<file path="src/rtl/mem_stage.sv">
// Memory stage: issues one data-memory access per EX/MEM op and registers the MEM/WB word.
// Latency 1 cycle for ALU ops and granted stores, gnt+rvalid for loads; StallM holds upstream meanwhile.

package mem_stage_pkg;

    typedef struct packed {
        logic        valid;
        logic [31:0] ALUResult;
        logic [31:0] WriteData;
        logic [31:0] PCPlus4;
        logic [31:0] ImmExt;
        logic [1:0]  ResultSrc;
        logic [4:0]  Rd;
        logic        RegWrite;
        logic        MemRead;
        logic        MemWrite;
        logic [2:0]  funct3;
    } exmem_t;

    typedef struct packed {
        logic        valid;
        logic [31:0] ALUResult;
        logic [31:0] load_data;
        logic [31:0] PCPlus4;
        logic [31:0] ImmExt;
        logic [1:0]  ResultSrc;
        logic [4:0]  Rd;
        logic        RegWrite;
    } memwb_t;

    typedef enum logic [1:0] {
        IDLE = 2'd0,
        REQ  = 2'd1,
        RESP = 2'd2
    } state_t;

endpackage

module mem_stage
    import mem_stage_pkg::*;
(
    input  logic        clk,
    input  logic        rst_n,
    input  exmem_t      inputs,
    output memwb_t      outputs,
    output logic        StallM,
    output logic        dmem_req,
    output logic        dmem_we,
    output logic [31:0] dmem_addr,
    output logic [31:0] dmem_wdata,
    output logic [3:0]  dmem_be,
    input  logic        dmem_gnt,
    input  logic        dmem_rvalid,
    input  logic [31:0] dmem_rdata,
    output logic        misaligned
);

    state_t      state;
    state_t      state_nxt;

    logic [1:0]  ofs;
    logic        is_mem;
    logic        is_store;
    logic        misal;
    logic        mem_ok;
    logic        req_raw;
    logic        stall_raw;
    logic        load_done;
    logic [7:0]  sel_byte;
    logic [15:0] sel_half;
    logic [31:0] load_val;
    memwb_t      wb_nxt;

    assign ofs      = inputs.ALUResult[1:0];
    assign is_mem   = inputs.valid & (inputs.MemRead | inputs.MemWrite);
    assign is_store = inputs.MemWrite;

    // Size comes from funct3[1:0]: 00 byte, 01 half, 1x word.
    always_comb begin
        misal = 1'b0;
        if (inputs.funct3[1])
            misal = (ofs != 2'b00);
        else if (inputs.funct3[0])
            misal = ofs[0];
    end

    assign mem_ok = is_mem & ~misal;

    always_ff @(posedge clk or negedge rst_n) begin
        if (!rst_n)
            state <= IDLE;
        else
            state <= state_nxt;
    end

    always_comb begin
        state_nxt = state;
        case (state)
            IDLE: begin
                if (mem_ok) begin
                    if (dmem_gnt)
                        state_nxt = is_store ? IDLE : RESP;
                    else
                        state_nxt = REQ;
                end
            end
            REQ: begin
                if (dmem_gnt)
                    state_nxt = is_store ? IDLE : RESP;
            end
            RESP: begin
                if (dmem_rvalid)
                    state_nxt = IDLE;
            end
            default: state_nxt = IDLE;
        endcase
    end

    // A store granted in REQ finishes that cycle, so the stall drops with the
    // grant; otherwise upstream would re-present the same store in IDLE.
    always_comb begin
        req_raw   = 1'b0;
        stall_raw = 1'b0;
        load_done = 1'b0;
        case (state)
            IDLE: begin
                req_raw   = mem_ok;
                stall_raw = mem_ok & ~(dmem_gnt & is_store);
            end
            REQ: begin
                req_raw   = 1'b1;
                stall_raw = ~(dmem_gnt & is_store);
            end
            RESP: begin
                stall_raw = ~dmem_rvalid;
                load_done = dmem_rvalid;
            end
            default: begin
                req_raw   = 1'b0;
                stall_raw = 1'b0;
            end
        endcase
    end

    assign dmem_req = req_raw & rst_n;
    assign StallM   = stall_raw & rst_n;

    // Request fields derive only from the held EX/MEM word, so they stay stable in REQ.
    assign dmem_addr = {inputs.ALUResult[31:2], 2'b00};
    assign dmem_we   = is_store;

    always_comb begin
        dmem_be    = 4'b1111;
        dmem_wdata = inputs.WriteData;
        if (is_store) begin
            case (inputs.funct3[1:0])
                2'b00: begin
                    dmem_be    = 4'b0001 << ofs;
                    dmem_wdata = {4{inputs.WriteData[7:0]}};
                end
                2'b01: begin
                    dmem_be    = ofs[1] ? 4'b1100 : 4'b0011;
                    dmem_wdata = {2{inputs.WriteData[15:0]}};
                end
                default: begin
                    dmem_be    = 4'b1111;
                    dmem_wdata = inputs.WriteData;
                end
            endcase
        end
    end

    always_comb begin
        case (ofs)
            2'b00:   sel_byte = dmem_rdata[7:0];
            2'b01:   sel_byte = dmem_rdata[15:8];
            2'b10:   sel_byte = dmem_rdata[23:16];
            default: sel_byte = dmem_rdata[31:24];
        endcase
        sel_half = ofs[1] ? dmem_rdata[31:16] : dmem_rdata[15:0];
    end

    always_comb begin
        case (inputs.funct3)
            3'b000:  load_val = {{24{sel_byte[7]}}, sel_byte};
            3'b001:  load_val = {{16{sel_half[15]}}, sel_half};
            3'b100:  load_val = {24'd0, sel_byte};
            3'b101:  load_val = {16'd0, sel_half};
            default: load_val = dmem_rdata;
        endcase
    end

    // Stalled cycles and invalid inputs both register an all-zero bubble.
    always_comb begin
        wb_nxt = '0;
        if (!stall_raw && inputs.valid) begin
            wb_nxt.valid     = 1'b1;
            wb_nxt.ALUResult = inputs.ALUResult;
            wb_nxt.load_data = load_done ? load_val : 32'd0;
            wb_nxt.PCPlus4   = inputs.PCPlus4;
            wb_nxt.ImmExt    = inputs.ImmExt;
            wb_nxt.ResultSrc = inputs.ResultSrc;
            wb_nxt.Rd        = inputs.Rd;
            wb_nxt.RegWrite  = inputs.RegWrite & ~(is_mem & misal);
        end
    end

    always_ff @(posedge clk or negedge rst_n) begin
        if (!rst_n) begin
            outputs    <= '0;
            misaligned <= 1'b0;
        end else begin
            outputs    <= wb_nxt;
            misaligned <= is_mem & misal;
        end
    end

endmodule

</file>
<file path="config.mk">
export PLATFORM = sky130hd
export DESIGN_NAME = mem_stage
export DESIGN_NICKNAME = d
export VERILOG_FILES = /design/src/rtl/mem_stage.sv
export SDC_FILE = /design/constraint.sdc
export NUM_CORES = 1
export LEC_CHECK = 0
export CORE_AREA = 4 4 147 149
export CTS_CLUSTER_DIAMETER = 30
export DETAILED_ROUTE_END_ITERATION = 10
export DIE_AREA = 0 0 151 153
export PLACE_DENSITY = 0.7
export SETUP_SLACK_MARGIN = 0.15
export SYNTH_ARGS = -nofsm -noshare
export SYNTH_HDL_FRONTEND = slang
export SYNTH_SLANG_ARGS = --single-unit
</file>
<file path="constraint.sdc">
create_clock -name clk -period 3.5 [get_ports clk]
set_input_delay 0.525 -clock clk [delete_from_list [all_inputs] [get_ports clk]]
set_output_delay 0.525 -clock clk [all_outputs]
set_load 0.01 [all_outputs]
</file>
==> results of run 1 <==
worst max-delay path, cell delays in order:
cell	delay, ps
clkdlybuf4s50_1	650
nand2_1	140
nor2_2	370
mux2_2	400
clkdlybuf4s50_1	480
through the flow:
step | power, uW | hold slack [ps] | cell area (um^2) | utilization | std cells
after CTS | 4810 | 516 | 10400 | 0.514 | 1147
after detailed placement | 2750 | 414 | 9690 | 0.481 | 1114
after global placement | 2740 | 410 | 9690 | 0.481 | 1114
after floorplan | 2130 | 229 | 5820 | - | 518
final | 4740 | 529 | 10400 | 0.514 | 1147
after global routing | 4940 | 552 | 10400 | 0.514 | 1147
synthesized netlist by cell type, types with 3 or more instances:
| master | n |
|---|---|
| mux2i_1 | 16 |
| nor2b_1 | 4 |
| a22o_1 | 6 |
| a22oi_1 | 7 |
| mux2_2 | 9 |
| a21oi_2 | 8 |
| buf_2 | 12 |
| a21oi_1 | 34 |
| nand2b_1 | 3 |
| and2_1 | 103 |
| inv_1 | 4 |
| clkbuf_1 | 17 |
| buf_4 | 41 |
| nand2_1 | 37 |
| o22ai_1 | 9 |
| nor3_1 | 17 |
| o21ai_0 | 3 |
| dfrtp_1 | 140 |
| nor2_1 | 20 |
power breakdown:
part / switching (uW) / total (uW) / internal [uW] / leakage (uW)
combinational: 391 / 948 / 557 / 0.00229
clock: 746 / 2030 / 1280 / 0.000318
sequential: 32.5 / 1760 / 1730 / 0.00187
final timing paths:
path	startpoint	endpoint	slack (ps)
min in group clk	state[0]	state[1]	560
hold / removal	rst_n	outputs[94]	530
hold reg to reg	state[0]	state[1]	560
setup / recovery	inputs[3]	dmem_wdata[14]	400
setup reg to reg	state[0]	outputs[6]	1740
max in group asynchronous	rst_n	outputs[131]	1170
sequential cells by signal, indices dropped and copies added, names as in the netlist:
signal	cells
misaligned	1
outputs	137
state	2
what timing repair did:
item                      CTS  global route
hold endpoints to repair   26             0
setup buffers               0             0
hold buffers                1             0
routing by layer:
metal  wire length [um]  vias to the layer above
li1                   -                     2358
met1               7360                     2384
met2              10800                      273
met3               1880                       22
met4                397                        0
met5                  0                        -
kinds of logic after synthesis:
kind of cell | after synthesis | synth area share
AND/OR/NAND/NOR | 193 | 0.180
multiplexers | 26 | 0.0469
flip-flops | 140 | 0.603
other | 1 | 0.000645
AO/OA/AOI/OAI | 79 | 0.0874
buffers and inverters | 78 | 0.0820
area by class of cell:
type	instances	area (um^2)	share of cell area
Clock buffer	18	429	0.0414
Clock inverter	14	230	0.0222
Inverter	5	18.8	0.00181
Multi-Input combinational cell	300	1850	0.179
Sequential cell	140	3500	0.338
Tap cell	270	338	0.0326
Timing Repair Buffer	400	3990	0.385
==> impl_metrics.json, run 1 <==
{
  "layout.filler_cells": 1796,
  "place.port_buffers": 384,
  "class_of_the_worst_hold_path": "primary input to asynchronous set/reset pin",
  "grt_busiest_layer": "met2",
  "setup.worst_path.end_class": "output pin",
  "syn-mean-instance-area_um2": 11.2,
  "grt_max_degree": 74,
  "vias_per_cell": 4.39,
  "most_common_library_cell_in_the_layout_ignoring_fill_and_taps": "clkdlybuf4s50_1",
  "fp.coreArea_um2": 20200,
  "yosysSeqAreaShare": 0.603,
  "wl_per_cell_um": 17.8,
  "detailedPlace.worstSlack_ps": 385,
  "finalHoldViolations": 0,
  "drt-total-wl_mm": 20.4,
  "clock_tree.buffer_depth": 2,
  "cts-root-buf": "clkbuf_16",
  "area_share_of_the_leading_cell_type_in_the_synthesized_netlist": 0.603,
  "final_min_period_over_clock_period": 0.886,
  "global_route.usage.met2": 0.309,
  "cp_max_fo": 8,
  "worst_clock_skew_on_the_final_layout_ps": 14.3,
  "post_synth_instance_area_um2": 5810,
  "synth_enable_flop_cells": 0,
  "async_sr_flop_fraction": 1.00,
  "result_of_the_run": "complete, no violations",
  "grt_pass1_vias": 5084,
  "antenna_found_initial": 0,
  "cts_tree": "done",
  "slew_headroom": 0.256,
  "yosysWarnings": 0,
  "die_w_um": 151,
  "final_cell_mix": "383 x clkdlybuf4s50_1, 140 x dfrtp_1, 103 x and2_1, 37 x nand2_1, 34 x a21oi_1",
  "grt.total_usage": 0.170,
  "areaGrowthSynthToFinish_pct": 78.3,
  "clock_latency_ps": 420,
  "post_route_ant_nets": 0,
  "max_cap_violations": 0,
  "drt_drc_violations_left": 0,
  "globalRouteOverflowTotal": 0,
  "drive_gt1_frac": 0.0764,
  "cts_bufs_inserted": 17,
  "worst_ir_drop_vdd_uv": 295,
  "criticalPathCategory": "primary input to output pin",
  "synthesis.instances": 517,
  "cellPowerDensity_nw_per_um2": 457,
  "worst-r2r-cell-count": 5,
  "postLayoutSetupSlackWorst_ps": 398,
  "drt_first_iter_violations": 211,
  "initial_utilization": 0.288,
  "gr-usage-met3": 0.0545,
  "ctsHtreeMaxLevel": 4,
  "post-route-min-period_ps": 3100,
  "die_height_um": 153,
  "use_met1": 0.182,
  "routability_driven_placement_congestion_ratio": 0.842,
  "postSynth.topFlopCell": "dfrtp_1",
  "finalNetCount": 1042,
  "slew_violations": 0,
  "post-synth-top-area-cell": "dfrtp_1",
  "finalSetupViolations": 0,
  "setup_total_negative_slack_ps": 0,
  "yosys_register_bits": 140,
  "worst_setup_hold_path_clk_slew_ps": 70,
  "cts_num_sinks": 140,
  "dp_hpwl_mm": 15.9,
  "worst-endpoint-arrival_ps": 2580,
  "num_antenna_cells": 0,
  "timing.fmax_mhz": 322,
  "post_cts_resize_count": 0,
  "num_rows": 52,
  "synth.lib_cells_used.distinct": 41,
  "max_slew.worst_pin.slew_ps": 1110,
  "io_pins": 387,
  "grt_pass1_wl_mm": 29.6,
  "worstSetupStartpointType": "primary input",
  "cp_data_required_time_ps": 2970,
  "dominant_cells_by_area_after_synthesis": "dfrtp_1 60%, and2_1 11%, buf_4 5.3%",
  "drt-pass1-iter-count": 4,
  "total_leakage_power_uw": 0.00448,
  "routed-via-count": 5037,
  "rsz0062_at_grt": "false",
  "dieArea_um2": 23100
}
Note: power is estimated with default switching activity, not from simulation.
==> run 2, diff against run 1 <==
CAP_MARGIN = 40   (was unset)
==> run 2 against run 1 <==
  * Clock power about the same
  * Clock skew decreased by 1.8 ps
  * Global-route usage increased by 0.082 points
  * Fmax increased by 0.22%
  * Routed wire length increased by 0.69%
  * Total power about the same
  * Non-clock buffer count increased by 2
  * Cell area increased by 0.37%
  * Critical path type unchanged
  * Largest cell class unchanged
==> impl_metrics.json, run 2 (synthesized netlist as in run 1, its figures left out) <==
{
  "critPathLaunch": "inputs[3]",
  "cts_num_sinks": 140,
  "drt-total-wl_mm": 20.5,
  "die_height_um": 153,
  "worst-endpoint-arrival_ps": 2570,
  "num_antenna_cells": 0,
  "cts-root-buf": "clkbuf_16",
  "timing.fmax_mhz": 323,
  "cp_max_fo": 8,
  "worst_setup_hold_path_clk_slew_ps": 70,
  "ctsHtreeMaxLevel": 4,
  "criticalPathCategory": "primary input to output pin",
  "antenna_found_initial": 0,
  "post_route_ant_nets": 0,
  "slew_headroom": 0.566,
  "postLayoutSetupSlackWorst_ps": 405,
  "max_cap_violations": 0,
  "finish.utilization": 0.516,
  "setup_repair_bufs_after_cts": 0,
  "result_of_the_run": "complete, no violations",
  "largest_register": "outputs",
  "number_of_flip_flops_under_the_largest_register_name": 137,
  "io_pins": 387,
  "max_slew.worst_pin.slew_ps": 651,
  "stdcell_area_um2": 10400,
  "final_cell_mix": "383 x clkdlybuf4s50_1, 140 x dfrtp_1, 103 x and2_1, 37 x nand2_1, 34 x a21oi_1",
  "finalNetCount": 1044,
  "worst_clock_skew_on_the_final_layout_ps": 12.5,
  "cts_tree": "done",
  "cellPowerDensity_nw_per_um2": 455,
  "routability_driven_placement_congestion_ratio": 0.842,
  "post_cts_hold_buffer_count": 1,
  "clock_latency_ps": 420,
  "die_w_um": 151,
  "place.port_buffers": 384,
  "areaGrowthSynthToFinish_pct": 78.9,
  "setup.worst_path.end_class": "output pin",
  "cp_data_required_time_ps": 2970,
  "vias_per_cell": 4.42,
  "finalHoldViolations": 0,
  "total_leakage_power_uw": 0.00450,
  "fp.coreArea_um2": 20200,
  "worstReg2RegStart": "state[0]",
  "final_min_period_over_clock_period": 0.884,
  "worstSetupStartpointType": "primary input",
  "largest_registers": "outputs: 137 flops, state: 2 flops, misaligned: 1 flops",
  "dp_hpwl_mm": 16.1,
  "worst-r2r-cell-count": 5,
  "class_of_the_worst_hold_path": "primary input to asynchronous set/reset pin",
  "grt_pass1_wl_mm": 29.7,
  "wl_per_cell_um": 17.9,
  "post_cts_resize_count": 0,
  "worst_ir_drop_vdd_uv": 270,
  "rsz0062_at_grt": "false",
  "drt-pass1-iter-count": 4,
  "clock_tree.buffer_depth": 2,
  "drt_first_iter_violations": 230,
  "initial_utilization": 0.288,
  "post-route-min-period_ps": 3100,
  "drt_drc_violations_left": 0,
  "grt.total_usage": 0.171,
  "globalRouteOverflowTotal": 0,
  "grt_max_degree": 71,
  "routed-via-count": 5080,
  "most_common_library_cell_in_the_layout_ignoring_fill_and_taps": "clkdlybuf4s50_1",
  "detailedPlace.worstSlack_ps": 394,
  "drive_gt1_frac": 0.0785,
  "finalSetupViolations": 0,
  "grt_pass1_vias": 5116,
  "num_rows": 52,
  "dieArea_um2": 23100,
  "placed_cells_incl_taps": 1116,
  "cts_bufs_inserted": 17,
  "setup_total_negative_slack_ps": 0,
  "final_cells": 1149,
  "place_area_um2": 9730,
  "slew_violations": 0
}
==> run 2: stage by stage <==
stage / hold slack (ps) / power [uW]
5_1_grt: 557 / 4950
4_1_cts: 516 / 4810
2_1_floorplan: 229 / 2130
3_5_place_dp: 413 / 2760
3_3_place_gp: 410 / 2740
6_report: 539 / 4740
==> run 2: path summary, 6_finish.rpt <==
check | slack (ps) | end
min | 540 | outputs[98]
min in group clk | 570 | state[1]
min reg2reg | 570 | state[1]
max | 400 | dmem_wdata[11]
max in group asynchronous | 1550 | outputs[131]
max reg2reg | 1740 | outputs[55]
==> run 2: cell type report <==
| class | instances | area (um^2) |
|---|---|---|
| Fill cell | 1790 | 9770 |
| Clock inverter | 14 | 230 |
| Tap cell | 270 | 338 |
| Clock buffer | 18 | 429 |
| Multi-Input combinational cell | 300 | 1850 |
| Inverter | 5 | 18.8 |
| Sequential cell | 140 | 3500 |
| Timing Repair Buffer | 402 | 4030 |
==> run 2: critical path: stages <==
cell             delay [ps]
clkdlybuf4s50_1         650
nand2_1                 140
nor2_2                  370
mux2_2                  400
clkdlybuf4s50_1         480
==> run 2: metal layers <==
metal	part of all wire	global-route usage	vias up
met1	0.36	0.182	2425
met2	0.53	0.310	268
met4	0.023	0.0592	0
li1	-	-	2364
met5	0	0	-
met3	0.091	0.0580	23
==> run 2: where the power goes <==
group          switching (uW)  internal, uW  total (uW)
combinational             394           561         954
sequential               33.1          1730        1760
clock                     739          1280        2020
